### config.mk
export PLATFORM = sky130hd
export DESIGN_NAME = xbus_grant_arbiter
export DESIGN_NICKNAME = d
export VERILOG_FILES = /design/src/rtl/xbus_grant_arbiter.sv
export SDC_FILE = /design/constraint.sdc
export NUM_CORES = 1
export LEC_CHECK = 0
export CAP_MARGIN = 20
export CORE_MARGIN = 2
export CORE_UTILIZATION = 25
export DETAILED_ROUTE_END_ITERATION = 8
export GPL_ROUTABILITY_DRIVEN = 0
export PLACE_DENSITY = 0.44
export REMOVE_ABC_BUFFERS = 1
export SLEW_MARGIN = 20
export SYNTH_ARGS = -nofsm -noshare
export SYNTH_HDL_FRONTEND = slang
export SYNTH_SLANG_ARGS = --single-unit
### constraint.sdc
create_clock -name clk -period 1.8 [get_ports clk]
set_input_delay 0.36 -clock clk [delete_from_list [all_inputs] [get_ports clk]]
set_output_delay 0.36 -clock clk [all_outputs]
set_load 0.03 [all_outputs]
### src/rtl/xbus_grant_arbiter.sv
// Four-requester bus arbiter: round-robin or fixed priority, registered grant,
// one turnaround cycle between tenures and a per-grant watchdog with lockout.
module xbus_grant_arbiter #(
    parameter int unsigned PRI_MODE = 0,
    parameter int unsigned TIMEOUT  = 200,
    parameter int unsigned CNT_W    = 8
) (
    input  logic       clk,
    input  logic       reset,
    input  logic [3:0] req,
    output logic [3:0] grant,
    output logic [1:0] owner,
    output logic       busy,
    output logic       timeout,
    output logic [3:0] lockout
);

    typedef enum logic [1:0] {
        S_IDLE,
        S_GRANT,
        S_RECOVER
    } state_t;

    localparam logic [CNT_W-1:0] TO_CNT = (TIMEOUT == 0) ? '0 : CNT_W'(TIMEOUT - 1);

    state_t           state_q, state_d;
    logic [3:0]       grant_q, grant_d;
    logic [1:0]       owner_q, owner_d;
    logic [1:0]       last_q, last_d;
    logic [CNT_W-1:0] cnt_q, cnt_d;
    logic             timeout_q, timeout_d;
    logic [3:0]       lockout_q, lockout_d;

    logic [3:0]       elig;
    logic [1:0]       win;
    logic             found;
    logic [1:0]       idx;

    assign elig = req & ~lockout_q;

    always_comb begin
        win   = '0;
        found = 1'b0;
        idx   = '0;
        if (PRI_MODE != 0) begin
            for (int unsigned i = 0; i < 4; i++) begin
                if (!found && elig[i]) begin
                    win   = 2'(i);
                    found = 1'b1;
                end
            end
        end else begin
            // Search begins one past the previous winner and wraps 3 -> 0.
            for (int unsigned k = 1; k <= 4; k++) begin
                idx = 2'(last_q + 2'(k));
                if (!found && elig[idx]) begin
                    win   = idx;
                    found = 1'b1;
                end
            end
        end
    end

    always_comb begin
        state_d   = state_q;
        grant_d   = grant_q;
        owner_d   = owner_q;
        last_d    = last_q;
        cnt_d     = cnt_q;
        timeout_d = 1'b0;
        lockout_d = lockout_q & req;
        case (state_q)
            S_IDLE, S_RECOVER: begin
                if (found) begin
                    state_d = S_GRANT;
                    grant_d = 4'b0001 << win;
                    owner_d = win;
                    last_d  = win;
                    cnt_d   = '0;
                end else begin
                    state_d = S_IDLE;
                    grant_d = '0;
                end
            end
            S_GRANT: begin
                // A release on the watchdog's final cycle takes precedence.
                if (!req[owner_q]) begin
                    state_d = S_RECOVER;
                    grant_d = '0;
                end else if (TIMEOUT != 0 && cnt_q == TO_CNT) begin
                    state_d            = S_RECOVER;
                    grant_d            = '0;
                    timeout_d          = 1'b1;
                    lockout_d[owner_q] = 1'b1;
                end else begin
                    cnt_d = cnt_q + 1'b1;
                end
            end
            default: begin
                state_d = S_IDLE;
                grant_d = '0;
            end
        endcase
    end

    always_ff @(posedge clk) begin
        if (reset) begin
            state_q   <= S_IDLE;
            grant_q   <= '0;
            owner_q   <= '0;
            last_q    <= 2'd3;
            cnt_q     <= '0;
            timeout_q <= 1'b0;
            lockout_q <= '0;
        end else begin
            state_q   <= state_d;
            grant_q   <= grant_d;
            owner_q   <= owner_d;
            last_q    <= last_d;
            cnt_q     <= cnt_d;
            timeout_q <= timeout_d;
            lockout_q <= lockout_d;
        end
    end

    assign grant   = grant_q;
    assign owner   = owner_q;
    assign busy    = |grant_q;
    assign timeout = timeout_q;
    assign lockout = lockout_q;

endmodule

=== Word level (Yosys, flattened, before mapping) ===
Cells that the tools add are included.

* Flip-flop bits (word level): 23
* Bits of input ports: 6
* Output and inout bits: 12

* Add/sub/neg operators: 4
* $lt $le $gt $ge: 6
* Equal/unequal tests: 7
* Shift operators: 1
* Multiplexer cells: 36
* Bitwise logic cells: 6
* Reductions and logical operators: 14

{| class="wikitable"
|+ Operators with widths
! kind !! count
|-
| $mux W4 || 6
|-
| $mux W8 || 3
|-
| $pmux W8 S2 || 1
|-
| $lt A2 B3 Y1 const B || 5
|-
| $mux W1 || 12
|-
| $mux W2 || 6
|-
| $bmux W1 S2 || 5
|-
| $add A8 B1 Y8 const B || 1
|-
| $and A4 B4 Y4 || 2
|-
| $eq A8 B8 Y1 const B || 1
|-
| $pmux W4 S2 || 1
|-
| $ne A2 B2 Y1 const B || 3
|-
| $add A2 B2 Y2 const B || 2
|-
| $logic_and A1 B1 Y1 || 4
|-
| $not A4 Y4 || 1
|-
| $or A4 B4 Y4 || 1
|-
| $pmux W2 S2 || 1
|-
| $reduce_and A4 Y1 || 1
|-
| $reduce_or A4 Y1 || 1
|-
| $shl A1 B2 Y4 const A || 1
|-
| $logic_not A1 Y1 || 3
|-
| $ne A3 B3 Y1 const B || 1
|-
| $reduce_or A3 Y1 || 1
|-
| $add A2 B1 Y2 const B || 1
|-
| other kinds (9) || 10
|}

=== Logic depth before layout (Yosys ltp) ===
* Word-level depth: 17
* Mapped depth: 6
* Depth with buffers taken out: 6

=== Least setup slack after synthesis ===
Ideal clock, no wire load.

* Path type: register to register
* From: register owner_q[0] (netlist: owner[0])
* To: register cnt_q[7]
* Library setup time: 133 ps
* Data arrival time: 1650 ps
* Required time: 1667 ps
* Slack: 17 ps
* Cell stages (with the launch flop): 6
* Path buffers: 0
* Clock period less this slack: 1783 ps
* Cell sequence: dfxtp_1 > mux4_2 > o2111ai_1 > a21oi_1 > xnor2_1 > nor3_2

* Word-level cells in the longest chain between the ends: 4

{| class="wikitable"
|+ Ends and longest elaborated chain
! what !! RTL line !! source
|-
| start, declared || 28 || <nowiki>logic [1:0] owner_q, owner_d;</nowiki>
|-
| start signal, assigned || 118 || <nowiki>owner_q <= owner_d;</nowiki>
|-
| $bmux W1 S2 || 87 || <nowiki>if (!req[owner_q]) begin</nowiki>
|-
| $mux W1 (not written as such) || 87 ||
|-
| $ne A2 B2 Y1 (no line) || -- ||
|-
| $reduce_and A4 Y1 (no line) || -- ||
|-
| end signal, assigned || 120 || <nowiki>cnt_q <= cnt_d;</nowiki>
|-
| end, declared || 30 || <nowiki>logic [CNT_W-1:0] cnt_q, cnt_d;</nowiki>
|}

No other way between the ends. The select of a mux whose other input is x is not followed.
A chain may end at the register's enable or synchronous reset.

=== Final worst setup path ===
* From: register grant_q[2] (netlist: grant[2])
* To: output port grant[2]

{| class="wikitable"
|+ RTL lines
! what !! RTL line !! source
|-
| start, declared || 27 || <nowiki>logic [3:0] grant_q, grant_d;</nowiki>
|-
| start signal, assigned || 117 || <nowiki>grant_q <= grant_d;</nowiki>
|-
| end, declared || 11 || <nowiki>output logic [3:0] grant,</nowiki>
|}

No word-level cell between the ends.

==> results.md <==
- CTS tree: built
- Post-synthesis mux area share: 2.81%
- Fin crit period: 1.74 ns
- Worst slew margin: 77.9%
- Post-detail-place hpwl: 2.18 mm
- FFs w/ async S/R, synth: 0%
- Wirelength, routed: 2.90 mm
- Antenna-violating nets left: 0
- Residual DRC: 0
- Syn Area/Cell: 9.40 µm²
- Outcome: completed
- CP top delay family: buffers and inverters
- Gr ovfl total: 0
- Slowest stage delay, CP: 0.67 ns
- Layout cells sized above 1: 30.8%
- Nets@finish: 167
- PD cells: 822 mW/mm²
- Initial antenna violation count: 0
- Crit Path Max Fanout: 2
- Slew Viols, Final: 0
- Number of hold buffers added after CTS: 0
- Pleak: 0.624 nW
- Root Driver: clkbuf_8
- Simple-Gate Fraction of Synth Area: 30.4%
- Worst Path Buf+Inv: 2
- XOR/XNOR share of the synthesized area: 4.55%
- Setup TNS: 0 ns
- Seq/Total Area, Yosys: 39.8%
- Worst-path cell chain: buf_4, clkdlybuf4s50_1
- Fmax: 574 MHz
- CTS HTree Levels: 1
- Post-synth EDFFs: 0
- Setup WS pre-CTS: -0.332 ns
- Synthesis-to-finish area growth: 41.0%
- WHS: 0.497 ns
- Maximum clock path buffer count: 2
- Dominant synthesized flop cell: dfxtp_1
- Syn. warnings: 0
- Detailed-router iteration count before antenna repair: 4
- Initial DRC Count: 47
- Initial core utilization: 26.2%
- RSZ-0062 raised after global routing: no
- Setup ws final: 0.0583 ns
- Synthesized flop and latch total: 23
- CP arrival: 1.38 ns
- Slowest cell on crit path: clkdlybuf4s50_1
- Worst IR drop on VDD: 0.379 mV
- Placed instance area: 0.00152 mm²
- Setup-failing EPs final: 0
- Kind of critical path: reg -> out
- Die footprint: 0.00518 mm²
- CTS Buf Count: 3
- Final Util: 36.9%
- Synthesized cell area: 0.00116 mm²
- Endpoints failing hold: 0
- Io pins: 18
- Vias in the first global route: 987
- PortBufs: 17
- MaxCap Viol Count: 0
- Drt wl/cell: 13.7 µm
- Tot GR Track Use: 11.6%
- Syn Inst Count: 123
- Reg2reg setup slack: 0.12 ns
- Ant. Diodes: 0
- Compound-Gate Fraction of Synth Area: 19.0%
- Rows: 24
- Worst min path class: reg -> reg
- Crit path capture type: output port
- Clock slew at reported path FFs: 0.08 ns
- Most numerous cell in the Yosys netlist: dfxtp_1
- Worst-skew pair later-pin latency: 0.26 ns
- Synth area leader: dfxtp_1
- Largest family of logic cells by synthesized area: simple AND/OR/NAND/NOR gates
- Avg Vias per Cell: 4.92
- # clock sinks: 23
- Final Cell Area: 0.00163 mm²
- Worst Max-Slew Pin Slew: 0.330 ns
- Synth top area share: 39.8%
- Critical Path RT: 1.44 ns
- Largest net degree at the start of global routing: 14
- First-pass GRT wire length: 4.72 mm
- Post-CTS Setup Bufs: 0
- Core area: 0.00441 mm²
- Startpoint types: register
- Crit share post-route: 96.8%
- Die H: 72.0 µm
- Commonest cells post-synth: dfxtp_1 (23), nor2_1 (9), nand2_1 (8)
- Skew final: 0.00285 ns
- Area contributors post-synth: dfxtp_1 (40%), xnor2_1 (4.5%), nor3_2 (3.5%)
- Post-Synth Adder-Cell Area: 1.08%
- Vias: 1039
- Die W: 72.0 µm
- Post-synth cell types: 40
[logic make-up (layout without fill, tap and decap cells)]
logic type / count (synthesis) / in the layout
AND/OR/NAND/NOR: 55 / 55
multiplexers: 2 / 2
adder cells (fa/ha/maj): 1 / 1
AO/OA/AOI/OAI: 30 / 30
XOR/XNOR: 6 / 6
flip-flops: 23 / 23
buffers and inverters: 6 / 42
[per-layer routing]
layer  global-route usage (%)  wire length [µm]
met1                     15.3              1350
met4                     4.40                23
met3                     1.94               112
met5                        0                 0
met2                     18.9              1410
[tightest hold or removal path: stages, from the launching register on]
cell and delay (ns):
dfxtp_1 0.33, nand2b_1 0.07, a21oi_1 0.06
[power by group]
part | total (mW) | internal, mW | leakage, nW | switching, mW
registers | 0.579 | 0.543 | 0.187 | 0.0354
logic | 0.446 | 0.203 | 0.411 | 0.244
clock network | 0.316 | 0.154 | 0.0255 | 0.161
[final timing paths]
kind	from	to	cells after the start
worst max-delay path	grant[2]$_SDFFE_PP0P_	grant[2]	2
worst min-delay path	cnt_q[1]$_SDFFE_PP0P_	cnt_q[1]$_SDFFE_PP0P_	2
worst max register to register	cnt_q[0]$_SDFFE_PP0P_	cnt_q[0]$_SDFFE_PP0P_	6
worst min register to register	cnt_q[1]$_SDFFE_PP0P_	cnt_q[1]$_SDFFE_PP0P_	2
[metrics by stage]
stage / total power [mW] / instances
2_1_floorplan: 0.817 / 118
3_3_place_gp: 1.01 / 207
3_5_place_dp: 1.01 / 207
4_1_cts: 1.34 / 211
5_1_grt: 1.42 / 211
6_report: 1.34 / 211
[cell type report]
cell class / count / area [µm²]
clock buffers: 3 / 41.3
flip-flops and latches: 23 / 460
inverters: 1 / 3.75
multi-input cells: 94 / 729
clock inverters: 1 / 5.00
fillers: 457 / 2780
well taps: 52 / 65.1
repair buffers: 37 / 325
[cells in the final DEF, fill, tap and decap left out, drive strengths merged, types with 3 or more instances in the layout]
cell type / count
dfxtp: 23
nand2: 8
buf: 20
clkdlybuf4s50: 10
nor2: 10
a21oi: 7
xnor2: 6
dlymetal6s2s: 3
dlygate4sd2: 3
a211oi: 6
nand3: 3
nor3: 10
nand2b: 6
nor2b: 7
o22ai: 4
clkbuf: 3
[what timing repair did]
action,CTS,global route
setup endpoints to repair,12,12
pin swaps,2,2
endpoints found under the hold margin,0,0
resized for setup,11,13
[registers in the layout (all words and copies together) (netlist names)]
signal   cells
lockout      4
last_q       2
state_q      2
timeout      1
owner        2
grant        4
cnt_q        8
No activity file was read; power rests on OpenSTA's default activity.
